**src/rtl/lmb_pkg.sv**
```systemverilog
// Shared LMB slave definitions: bus widths, controller FSM encoding and the
// address-window mask helper used by every LMB peripheral decoder.
package lmb_pkg;

  localparam int LMB_AWIDTH = 32;
  localparam int LMB_DWIDTH = 32;
  localparam int LMB_NUM_WE = LMB_DWIDTH / 8;
  localparam int CNT_W      = 3;

  typedef enum logic [1:0] {
    ST_IDLE = 2'd0,
    ST_WAIT = 2'd1,
    ST_RESP = 2'd2
  } lmb_state_e;

  // Window is power-of-2 sized and aligned, so high - base is the offset mask.
  function automatic logic [LMB_AWIDTH-1:0] addr_mask(
    input logic [LMB_AWIDTH-1:0] base,
    input logic [LMB_AWIDTH-1:0] high
  );
    return high - base;
  endfunction

endpackage

```
**src/rtl/lmb_addr_decode.sv**
```systemverilog
// Combinational LMB window decode: hit when the address, with the window
// offset bits cleared, equals the base address. Zero latency, no state.
module lmb_addr_decode
  import lmb_pkg::*;
#(
  parameter int                AW         = LMB_AWIDTH,
  parameter logic [AW-1:0]     C_BASEADDR = '0,
  parameter logic [AW-1:0]     C_HIGHADDR = AW'(32'h0000_7FFF)
) (
  input  logic [AW-1:0] addr,
  output logic          hit
);

  localparam logic [AW-1:0] MASK = AW'(addr_mask(C_BASEADDR, C_HIGHADDR));

  assign hit = ((addr & ~MASK) == C_BASEADDR);

endmodule

```
**src/rtl/lmb_bram_if_ctrl.sv**
```systemverilog
// LMB slave to single BRAM port bridge; Sl_Ready 1 + C_WAIT_STATES cycles after the
// strobe, one access in flight, strobes outside IDLE are ignored (no backpressure path).
module lmb_bram_if_ctrl
  import lmb_pkg::*;
#(
  parameter int                      C_LMB_AWIDTH  = LMB_AWIDTH,
  parameter int                      C_LMB_DWIDTH  = LMB_DWIDTH,
  parameter int                      C_NUM_WE      = LMB_NUM_WE,
  parameter logic [C_LMB_AWIDTH-1:0] C_BASEADDR    = '0,
  parameter logic [C_LMB_AWIDTH-1:0] C_HIGHADDR    = C_LMB_AWIDTH'(32'h0000_7FFF),
  parameter int                      C_WAIT_STATES = 0
) (
  // LMB numbers bits MSB-first; here vectors are [N-1:0], so LMB bit 0 is the
  // top bit and LMB_BE[0] (bits 0:7) is LMB_BE[C_NUM_WE-1] (the top byte).
  input  logic                    LMB_Clk,
  input  logic                    LMB_Rst,
  input  logic [C_LMB_AWIDTH-1:0] LMB_ABus,
  input  logic [C_LMB_DWIDTH-1:0] LMB_WriteDBus,
  input  logic                    LMB_AddrStrobe,
  input  logic                    LMB_ReadStrobe,
  input  logic                    LMB_WriteStrobe,
  input  logic [C_NUM_WE-1:0]     LMB_BE,
  output logic [C_LMB_DWIDTH-1:0] Sl_DBus,
  output logic                    Sl_Ready,
  output logic                    Sl_Wait,
  output logic                    Sl_UE,
  output logic                    Sl_CE,
  output logic                    BRAM_Rst_A,
  output logic                    BRAM_Clk_A,
  output logic                    BRAM_EN_A,
  output logic [C_NUM_WE-1:0]     BRAM_WEN_A,
  output logic [C_LMB_AWIDTH-1:0] BRAM_Addr_A,
  input  logic [C_LMB_DWIDTH-1:0] BRAM_Din_A,
  output logic [C_LMB_DWIDTH-1:0] BRAM_Dout_A
);

  localparam logic [CNT_W-1:0] WS_LOAD =
    (C_WAIT_STATES > 0) ? CNT_W'(C_WAIT_STATES - 1) : '0;

  lmb_state_e              state_q, state_d;
  logic [CNT_W-1:0]        cnt_q, cnt_d;
  logic                    rd_flag_q, rd_flag_d;
  logic                    cap_q, cap_d;
  logic [C_LMB_DWIDTH-1:0] rdata_q, rdata_d;
  logic [C_LMB_DWIDTH-1:0] rdata_sel;
  logic                    hit;
  logic                    accept;

  lmb_addr_decode #(
    .AW         (C_LMB_AWIDTH),
    .C_BASEADDR (C_BASEADDR),
    .C_HIGHADDR (C_HIGHADDR)
  ) u_decode (
    .addr (LMB_ABus),
    .hit  (hit)
  );

  // Reset is gated in so the BRAM is never enabled while the slave is held in reset.
  assign accept = LMB_AddrStrobe & hit & (state_q == ST_IDLE) & ~LMB_Rst;

  always_comb begin
    state_d   = state_q;
    cnt_d     = cnt_q;
    rd_flag_d = rd_flag_q;
    cap_d     = accept;
    rdata_d   = rdata_q;
    // BRAM output is valid exactly one cycle after its enable.
    if (cap_q) begin
      rdata_d = BRAM_Din_A;
    end
    case (state_q)
      ST_IDLE: begin
        if (accept) begin
          rd_flag_d = LMB_ReadStrobe & ~LMB_WriteStrobe;
          if (C_WAIT_STATES == 0) begin
            state_d = ST_RESP;
          end else begin
            cnt_d   = WS_LOAD;
            state_d = ST_WAIT;
          end
        end
      end
      ST_WAIT: begin
        if (cnt_q == '0) begin
          state_d = ST_RESP;
        end else begin
          cnt_d = cnt_q - 1'b1;
        end
      end
      ST_RESP: state_d = ST_IDLE;
      default: state_d = ST_IDLE;
    endcase
  end

  always_ff @(posedge LMB_Clk) begin
    if (LMB_Rst) begin
      state_q   <= ST_IDLE;
      cnt_q     <= '0;
      rd_flag_q <= 1'b0;
      cap_q     <= 1'b0;
      rdata_q   <= '0;
    end else begin
      state_q   <= state_d;
      cnt_q     <= cnt_d;
      rd_flag_q <= rd_flag_d;
      cap_q     <= cap_d;
      rdata_q   <= rdata_d;
    end
  end

  // With no wait states the Ready cycle is the BRAM data cycle, so bypass the register.
  assign rdata_sel = (C_WAIT_STATES == 0) ? BRAM_Din_A : rdata_q;

  assign Sl_Ready    = (state_q == ST_RESP);
  assign Sl_Wait     = (state_q == ST_WAIT);
  assign Sl_DBus     = (Sl_Ready && rd_flag_q) ? rdata_sel : '0;
  assign Sl_UE       = 1'b0;
  assign Sl_CE       = 1'b0;

  assign BRAM_Rst_A  = LMB_Rst;
  assign BRAM_Clk_A  = LMB_Clk;
  assign BRAM_EN_A   = accept;
  assign BRAM_WEN_A  = (accept && LMB_WriteStrobe) ? LMB_BE : '0;
  assign BRAM_Addr_A = LMB_ABus;
  assign BRAM_Dout_A = LMB_WriteDBus;

endmodule

```
**config.mk**
```make
export PLATFORM = sky130hd
export DESIGN_NAME = lmb_bram_if_ctrl
export DESIGN_NICKNAME = d
export VERILOG_FILES = /design/src/rtl/lmb_pkg.sv /design/src/rtl/lmb_addr_decode.sv /design/src/rtl/lmb_bram_if_ctrl.sv
export SDC_FILE = /design/constraint.sdc
export NUM_CORES = 1
export LEC_CHECK = 0
export BUFFER_PORTS_ARGS = -buffer_cell sky130_fd_sc_hd__buf_4
export CAP_MARGIN = 30
export CORE_AREA = 3 3 82 84
export DETAILED_ROUTE_END_ITERATION = 6
export DIE_AREA = 0 0 85 87
export GPL_TIMING_DRIVEN = 0
export REMOVE_ABC_BUFFERS = 1
export SKIP_CTS_REPAIR_TIMING = 1
export SLEW_MARGIN = 20
export SYNTH_ARGS = -nofsm -noshare
export SYNTH_HDL_FRONTEND = slang
export SYNTH_HIERARCHICAL = 1
export SYNTH_SLANG_ARGS = --single-unit
```
**constraint.sdc**
```tcl
create_clock -name LMB_Clk -period 1.6 [get_ports LMB_Clk]
set_input_delay 0.24 -clock LMB_Clk [delete_from_list [all_inputs] [get_ports LMB_Clk]]
set_output_delay 0.24 -clock LMB_Clk [all_outputs]
set_load 0.03 [all_outputs]
```
==> results of run 1 <==
==> kinds of logic (layout without fill, tap and decap cells) <==
| group | count (synthesis) | after routing | synth area share (%) |
|---|---|---|---|
| other | 1 | 3 | 0.413 |
| buffers and inverters | 75 | 123 | 59.9 |
| AND/OR/NAND/NOR | 46 | 46 | 34.2 |
| multiplexers | 1 | 1 | 1.10 |
| flip-flops | 2 | 2 | 4.41 |
==> final cells by class <==
cell class | instances | area (um2) | area share, %
repair buffers | 116 | 916 | 59.9
multi-input cells | 50 | 382 | 25.0
well taps | 75 | 93.8 | 6.14
clock buffers | 7 | 90.1 | 5.89
flip-flops and latches | 2 | 47.5 | 3.11
==> worst register-to-register path: cells and delay by family (launching register included) <==
kind	cells	cell delay (ps)
buffers and inverters	2	250
flip-flops	1	500
multiplexers	1	100
AND/OR/NAND/NOR	1	270
==> through the flow <==
step | TNS, ps | setup WS (ps) | instances | power, uW | area, um2
after floorplan | -518 | -129 | 52 | 64.2 | 372
after global placement | -1470 | -327 | 241 | 357 | 1320
after detailed placement | -1410 | -294 | 241 | 361 | 1320
after CTS | -13700 | -558 | 247 | 776 | 1400
after global routing | -1520 | -332 | 250 | 819 | 1530
final | -1270 | -278 | 250 | 774 | 1530
==> power groups by stage <==
| stage | Clock [uW] | Sequential, uW | Combinational, uW |
|---|---|---|---|
| detailed placement | 93.6 | 50.9 | 217 |
| floorplan | 0 | 50.9 | 13.3 |
| global placement | 93.6 | 50.9 | 212 |
| global route | 524 | 46.9 | 247 |
| CTS | 508 | 50.3 | 217 |
| finish | 492 | 46.9 | 235 |
==> metal layers <==
layer	track usage (%)	up-vias	wire [um]
met4	11.5	2	291
met1	15.5	431	2170
met2	28.2	136	3270
met3	26.0	13	2170
li1	-	448	-
met5	6.99	-	63
==> final timing paths <==
path	from	end	cells after the start
max	LMB_ABus[16]	BRAM_WEN_A[0]	7
min	LMB_ReadStrobe	rd_flag_q	3
max reg2reg	state_q[1]	rd_flag_q	4
min reg2reg	rd_flag_q	rd_flag_q	2
==> registers in the layout, indices dropped and copies added, names as in the netlist <==
register	flops
rd_flag_q	1
state_q	1
==> cells in the final DEF (no fill, tap or decap) <==
cell type	instances
buf_4	106
and3_1	33
buf_6	10
clkbuf_8	6
conb_1	3
nor4_4	3
and3_2	2
nand2b_1	2
dfxtp_4	2
and4bb_4	1
and3_4	1
mux2i_1	1
and4bb_2	1
buf_8	1
nor2_1	1
nand4_1	1
nor4_2	1
==> flow_metrics.env, run 1 <==
export IMPL_die_x_um=85
export IMPL_io_buffer_count=114
export IMPL_antenna_cells=0
export IMPL_die_h_um=87
export IMPL_first_iter_violations=21
export IMPL_synth_most_common_cell="buf_4"
export IMPL_p_clk_share_pct=63.6
export IMPL_seqPwrFrac_pct=6.1
export IMPL_cp_common_cell="buf_6"
export IMPL_violations="negative setup slack"
export IMPL_place_congestion=0.824
export IMPL_worstPathRequired_ps=1360
export IMPL_synth_top_cells_by_count="69 x buf_4, 34 x and3_1, 3 x buf_2, 3 x clkbuf_1, 3 x nor4_1"
export IMPL_skew_ps=0.830
export IMPL_clkTransAtPathRegs_ps=30
export IMPL_ios=212
export IMPL_grt_pass1_wl_um=10100
export IMPL_path_cells="buf_6 > nor4_4 > nand4_1 > nor4_2 > and4bb_4 > and3_1 > buf_6"
export IMPL_p_int_uw=526
export IMPL_power_frac_comb_pct=30.4
export IMPL_via_per_inst=4.12
export IMPL_ir_drop_v=0.000671
export IMPL_synthesis_area_um2=908
export IMPL_worstHoldPathType="input port to flip-flop"
export IMPL_synth_async_reset_ratio_pct=0
export IMPL_min_period_over_period_pct=117
export IMPL_setup_viol_count_final=5
export IMPL_wl_per_cell_um=31.8
export IMPL_avgSynthCellArea_um2=7.27
export IMPL_critPathArrivalTime_ps=1640
export IMPL_clkLatencyLatePin_ps=320
export IMPL_synth_warnings=6
export IMPL_worstSetupEndpointType="output pin"
export IMPL_finalMaxSlewViolations=0
export IMPL_netlist_top_cells_area="buf_4 57%, and3_1 23%, dfxtp_1 4.4%, nor4_1 2.1%, and4bb_4 1.8%"
export IMPL_startpoint_type="input port"
export IMPL_antenna_found_initial=0
export IMPL_grt_start_max_net_pins=36
export IMPL_synth_distinct_cells=15
export IMPL_dp_final_hpwl_um=7180
export IMPL_status="finished with violations"
export IMPL_antenna_left=0
export IMPL_p_sw_uw=248
export IMPL_core_um2=5990
export IMPL_syn_to_final_growth_pct=68.3
export IMPL_first_pass_iters=4
export IMPL_cp_slowest_cell="and4bb_4"
export IMPL_fill_cells=672
export IMPL_tritoncts="yes"
export IMPL_critPathMaxStageDelay_ps=310
export IMPL_drcViolationCount=0
export IMPL_grt_pass1_vias=1170
export IMPL_synth_top_cell_by_area="buf_4"
export IMPL_synth_top_flop_cell="dfxtp_1"
export IMPL_crit_path_max_fanout=6
export IMPL_fin_ws_ps=-278
export IMPL_rows=28
export IMPL_start_util_pct=15.2
export IMPL_grt_overflow=0
export IMPL_yosysTopAreaCellShare_pct=57.0
export IMPL_wl_um=7960
export IMPL_critPathBufInv=2
export IMPL_power_leakage_uw=0.000908
export IMPL_rsz0062_at_grt="yes"
export IMPL_hold_ws_ps=196
export IMPL_max_freq_mhz=532
export IMPL_maxCapViolations=0
export IMPL_drive_above_1_share_pct=76.6
export IMPL_fin_util_pct=25.5
export IMPL_p_per_area_nw_per_um2=506
export IMPL_synth_edf_count=0
export IMPL_track_usage_pct=20.4
export IMPL_switching_share_pct=32.0
export IMPL_fin_crit_ps=1880
export IMPL_hold_viol=0
export IMPL_seq_area_frac_synth_pct=4.41
export IMPL_reg2reg_slack_ps=370
export IMPL_critPathKind="input port to output pin"
export IMPL_crit_family="simple AND/OR/NAND/NOR gates"
export IMPL_vias=1030
export IMPL_die_area_um2=7400
export IMPL_synth_seq_cells=2
export IMPL_nets=282
export IMPL_syn_instance_count=125
Power figures use the tool's default switching activity.
==> run 2, diff against run 1 <==
--- a/config.mk
+++ b/config.mk
@@ -5,7 +5,8 @@
 export SDC_FILE = /design/constraint.sdc
 export NUM_CORES = 1
 export LEC_CHECK = 0
-export BUFFER_PORTS_ARGS = -buffer_cell sky130_fd_sc_hd__buf_4
+export ABC_AREA = 1
+export BUFFER_PORTS_ARGS = -buffer_cell sky130_fd_sc_hd__buf_2
 export CAP_MARGIN = 30
 export CORE_AREA = 3 3 82 84
 export DETAILED_ROUTE_END_ITERATION = 6
==> run 2 against run 1 <==
Effect of this change:
- the flow now finishes without violations
- fmax rose by 20%
- die area did not move
- critical endpoint is now BRAM_WEN_A[3]
- combinational power fell by 17%
- register-to-register slack improved by 340 ps
- sequential power rose by 7.2%
- utilization fell by 1.2 points
- wire length fell by 25%
- setup slack improved by 310 ps
- flip-flop and latch count did not move
- non-clock buffer count rose by 5
==> flow_metrics.env, run 2 <==
export IMPL_status="finished clean"
export IMPL_crit_family="simple AND/OR/NAND/NOR gates"
export IMPL_place_congestion=0.760
export IMPL_synth_seq_cells=2
export IMPL_synth_mux_area_share_pct=0
export IMPL_fin_cells=312
export IMPL_clkLatencyLatePin_ps=310
export IMPL_tritoncts="yes"
export IMPL_setup_viol_count_final=0
export IMPL_synth_top_flop_cell="dfxtp_1"
export IMPL_grt_pass1_wl_um=7380
export IMPL_critPathBufInv=3
export IMPL_place_area_um2=1210
export IMPL_antenna_cells=0
export IMPL_layout_commonest_cell="buf_2"
export IMPL_cp_slowest_cell="or2_1"
export IMPL_synth_most_common_cell="buf_4"
export IMPL_io_buffer_count=114
export IMPL_power_leakage_uw=0.000972
export IMPL_fill_cells=685
export IMPL_critPathKind="input port to output pin"
export IMPL_crit_path_max_fanout=4
export IMPL_synth_warnings=6
export IMPL_via_per_inst=3.74
export IMPL_synthesis_area_um2=1090
export IMPL_p_per_area_nw_per_um2=491
export IMPL_largest_registers="rd_flag_q: 1 flops, state_q: 1 flops"
export IMPL_dp_cells=298
export IMPL_min_period_over_period_pct=98.2
export IMPL_track_usage_pct=14.8
export IMPL_nets=344
export IMPL_antenna_left=0
export IMPL_critPathMaxStageDelay_ps=210
export IMPL_finalInstanceArea_um2=1460
export IMPL_start_util_pct=18.3
export IMPL_synthAdderAreaFrac_pct=0
export IMPL_die_x_um=85
export IMPL_die_h_um=87
export IMPL_die_area_um2=7400
export IMPL_grt_overflow=0
export IMPL_clkTransAtPathRegs_ps=30
export IMPL_synthSimpleGateAreaFrac_pct=31.1
export IMPL_yosysTopAreaCellShare_pct=47.4
export IMPL_maxCapViolations=0
export IMPL_wl_um=5950
export IMPL_first_iter_violations=17
export IMPL_ir_drop_v=0.000556
export IMPL_skew_ps=1.24
export IMPL_final_cell_mix="106 x buf_2, 41 x inv_1, 31 x nor2_2, 14 x nor2_1, 9 x nand2_1"
export IMPL_synth_xor_area_share_pct=0
export IMPL_synth_top_family_by_area="buffers and inverters"
export IMPL_hold_viol=0
export IMPL_dp_final_hpwl_um=5300
export IMPL_syn_to_final_growth_pct=33.2
export IMPL_drive_above_1_share_pct=70.9
export IMPL_synth_top_cells_by_count="69 x buf_4, 42 x inv_1, 29 x nor2_2, 17 x nor2_1, 9 x nand2_1"
export IMPL_worstPathRequired_ps=1360
export IMPL_grt_start_max_net_pins=33
export IMPL_critPathArrivalTime_ps=1330
export IMPL_startpoint_type="input port"
export IMPL_synth_compound_area_share_pct=0
export IMPL_fin_crit_ps=1570
export IMPL_avgSynthCellArea_um2=6.11
export IMPL_worstSetupEndpointType="output pin"
export IMPL_seq_area_frac_synth_pct=3.66
export IMPL_antenna_found_initial=0
export IMPL_synth_top_cell_by_area="buf_4"
export IMPL_synth_async_reset_ratio_pct=0
export IMPL_wl_per_cell_um=19.1
export IMPL_syn_instance_count=179
export IMPL_synth_edf_count=0
export IMPL_rows=28
export IMPL_finalMaxSlewViolations=0
export IMPL_netlist_top_cells_area="buf_4 47%, nor2_2 17%, inv_1 14%, nor2_1 5.8%, dfxtp_1 3.7%"
export IMPL_vias=1168
export IMPL_max_freq_mhz=637
export IMPL_path_cells="buf_2 > or2_1 > nor2_1 > nand2_1 > nor2_2 > nand2_1 > inv_2 > nand3_4 > nor2_2 > buf_6"
export IMPL_first_pass_iters=4
export IMPL_grt_pass1_vias=1025
export IMPL_core_um2=5990
export IMPL_worstHoldPathType="input port to flip-flop"
export IMPL_ios=212
export IMPL_rsz0062_at_grt="yes"
export IMPL_drcViolationCount=0
export IMPL_synth_distinct_cells=13
## run 2: cells by family (layout without fill, tap and decap cells)
kind of cell	count (synthesis)	after routing
DFF	2	2
and+or+nand+nor	62	62
buffers and inverters	114	170
other	1	3
## run 2: layer usage
layer	up-vias	part of all wire [%]	global-route usage (%)
li1	538	-	-
met1	458	24	10.6
met2	167	42	21.3
met3	5	33	21.7
met4	0	0.42	4.60
met5	-	0	2.80
## run 2: worst paths after layout
check | slack, ps | cells past startpoint | end | start
setup reg to reg | 710 | 4 | rd_flag_q | state_q[1]
hold reg to reg | 560 | 4 | rd_flag_q | rd_flag_q
setup / recovery | 30 | 10 | BRAM_WEN_A[3] | LMB_ABus[16]
hold / removal | 230 | 4 | rd_flag_q | LMB_Rst
## run 2: through the flow
| step | util (%) | TNS (ps) | total power, uW | hold WS (ps) | worst slack, ps |
|---|---|---|---|---|---|
| 3_5_place_dp | 20.3 | -1110 | 324 | 407 | -64.7 |
| 6_report | 24.3 | 0 | 715 | 234 | 29.6 |
| 2_1_floorplan | - | -5210 | 94.5 | 240 | -301 |
| 5_1_grt | 24.3 | -108 | 761 | 263 | -46.1 |
| 3_3_place_gp | 20.3 | -101 | 320 | 407 | -26.6 |
| 4_1_cts | 21.6 | -11880 | 731 | 219 | -400 |
## run 2: layout make-up
cell class                 instances  area (um2)  share of cell area [%]
inverter                          42         158                    10.8
tap                               75        93.8                    6.44
clock buffer                       7        87.6                    6.01
sequential                         2        42.5                    2.92
multi-input combinational         65         385                    26.5
timing repair buffer             121         689                    47.3
## run 2: power by group
part | internal, uW | switching, uW
Combinational | 76.3 | 119
Sequential | 50.3 | 0.000290
Clock | 335 | 134
## run 2: tightest hold or removal path: cells and delay by family
| kind | cells | cell delay (ps) |
|---|---|---|
| buffers and inverters | 1 | 120 |
| and+or+nand+nor | 3 | 140 |
==> run 3, diff against run 2 <==
--- a/config.mk
+++ b/config.mk
@@ -5,7 +5,7 @@
 export SDC_FILE = /design/constraint.sdc
 export NUM_CORES = 1
 export LEC_CHECK = 0
-export ABC_AREA = 1
+export ABC_AREA = 0
 export BUFFER_PORTS_ARGS = -buffer_cell sky130_fd_sc_hd__buf_2
 export CAP_MARGIN = 30
 export CORE_AREA = 3 3 82 84
==> run 3 against run 2 <==
Effect of this change:
- the flow now finishes with violations (negative setup slack)
- final area down 14%
- critical path depth shrank 3
- flip-flop and latch count unchanged
- fmax decreased by 17%
- die area stayed put
- sequential power decreased by 3%
- wire length increased by 32%
- register-to-register slack got worse by 130 ps
- utilization shrank 3.4 points
- final cell count fell by 20%
- setup slack got worse by 320 ps
- largest power group unchanged
==> flow_metrics.env, run 3 (same netlist as run 1, synthesis figures left out) <==
export IMPL_critPathKind="input port to output pin"
export IMPL_startpoint_type="input port"
export IMPL_antenna_found_initial=2
export IMPL_die_x_um=85
export IMPL_status="finished with violations"
export IMPL_first_pass_iters=2
export IMPL_place_congestion=0.792
export IMPL_grt_most_used_layer="met3"
export IMPL_p_clk_share_pct=67.7
export IMPL_worstSetupEndpointType="output pin"
export IMPL_tritoncts="yes"
export IMPL_use_met2_pct=30.2
export IMPL_antenna_left=0
export IMPL_rows=28
export IMPL_skew_ps=2.12
export IMPL_crit_family="simple AND/OR/NAND/NOR gates"
export IMPL_dp_final_hpwl_um=7110
export IMPL_grt_pass1_wl_um=9930
export IMPL_grt_pass1_vias=1104
export IMPL_drcViolationCount=0
export IMPL_power_frac_comb_pct=25.4
export IMPL_path_cells="buf_2 > nor4_4 > nand4_1 > nor4_2 > and4bb_4 > and3_1 > buf_6"
export IMPL_multi_input_area_um2=373
export IMPL_min_period_over_period_pct=118
export IMPL_clkLatencyLatePin_ps=320
export IMPL_seq_area_um2=43.8
export IMPL_finalMaxSlewViolations=0
export IMPL_critPathMaxStageDelay_ps=310
export IMPL_p_per_area_nw_per_um2=559
export IMPL_start_util_pct=15.2
export IMPL_ios=212
export IMPL_largest_registers="rd_flag_q: 1 flops, state_q: 1 flops"
export IMPL_hold_viol=0
export IMPL_critPathBufInv=2
export IMPL_die_h_um=87
export IMPL_die_area_um2=7400
export IMPL_drive_above_1_share_pct=75.9
export IMPL_worstPathRequired_ps=1360
export IMPL_max_freq_mhz=529
export IMPL_finalInstanceArea_um2=1250
export IMPL_power_leakage_uw=0.000839
export IMPL_io_buffer_count=114
export IMPL_critPathArrivalTime_ps=1650
export IMPL_place_area_um2=1040
export IMPL_fin_crit_ps=1890
export IMPL_wl_um=7830
export IMPL_p_int_uw=461
export IMPL_grt_util_met1_pct=12.1
export IMPL_reg2reg_slack_ps=580
export IMPL_ir_drop_v=0.000637
export IMPL_fin_ws_ps=-292
export IMPL_syn_to_final_growth_pct=37.9
export IMPL_maxCapViolations=0
export IMPL_first_iter_violations=29
export IMPL_p_sw_uw=239
export IMPL_total_power_uw=700
export IMPL_setup_viol_count_final=5
export IMPL_violations="negative setup slack"
export IMPL_switching_share_pct=34.1
export IMPL_layout_commonest_cell="buf_2"
export IMPL_grt_overflow=0
export IMPL_use_met3_pct=32.2
export IMPL_track_usage_pct=20.2
export IMPL_core_um2=5990
export IMPL_worstHoldPathType="input port to flip-flop"
export IMPL_vias=1025
export IMPL_grt_start_max_net_pins=36
export IMPL_seqPwrFrac_pct=6.9
export IMPL_antenna_cells=0
export IMPL_nets=281
export IMPL_crit_path_max_fanout=6
export IMPL_wl_per_cell_um=31.4
export IMPL_fill_cells=661
export IMPL_via_per_inst=4.12
export IMPL_rsz0062_at_grt="yes"
export IMPL_cp_slowest_cell="and4bb_4"
export IMPL_clkTransAtPathRegs_ps=30
export IMPL_final_cell_mix="103 x buf_2, 33 x and3_1, 7 x buf_6, 6 x clkbuf_8"
[run 3: cell count changes in the layout (fill, tap and decap cells not counted), sizes merged, moves of 2 or more]
cell    change
buf         -6
and3       +36
and4bb      +2
inv        -42
nor4        +4
nand2b      +2
nand3       -2
nor2       -48
nand2      -10
[run 3: area by class of cell]
class | instances | share of cell area, %
repair buffers | 115 | 52.2
clock buffers | 7 | 6.99
multi-input cells | 50 | 29.8
flip-flops and latches | 2 | 3.50
well taps | 75 | 7.49
[run 3: power by group through the flow]
stage / Clock [uW] / Sequential [uW] / Combinational, uW
2_1_floorplan: 0 / 50.9 / 13.3
3_3_place_gp: 78.8 / 50.9 / 157
3_5_place_dp: 78.8 / 50.9 / 161
4_1_cts: 489 / 50.3 / 161
5_1_grt: 503 / 48.6 / 188
6_report: 474 / 48.6 / 177
[run 3: routing by layer]
layer	part of all wire (%)	wire length (um)
met1	23	1760
met2	43	3400
met3	33	2570
met4	0.80	63
met5	0.34	27
[run 3: final timing paths]
kind                   from       endpoint  cells past startpoint
max            LMB_ABus[15]  BRAM_WEN_A[0]                      7
min          LMB_ReadStrobe      rd_flag_q                      3
max reg2reg      state_q[1]      rd_flag_q                      3
min reg2reg       rd_flag_q      rd_flag_q                      2
[run 3: worst register-to-register path, cell delays in order (launching register included)]
cell,delay (ps)
dfxtp_1,330
and4bb_4,350
buf_4,120
mux2i_1,150
[run 3: stage by stage]
stage | instances | hold slack [ps] | setup TNS (ps) | worst slack (ps) | utilization, %
after floorplan | 52 | 240 | -518 | -129 | -
after global placement | 241 | 407 | -2470 | -334 | 17.3
after detailed placement | 241 | 407 | -2890 | -343 | 17.3
after CTS | 247 | 177 | -14390 | -550 | 18.7
after global routing | 249 | 183 | -1720 | -379 | 20.9
final | 249 | 168 | -1260 | -292 | 20.9
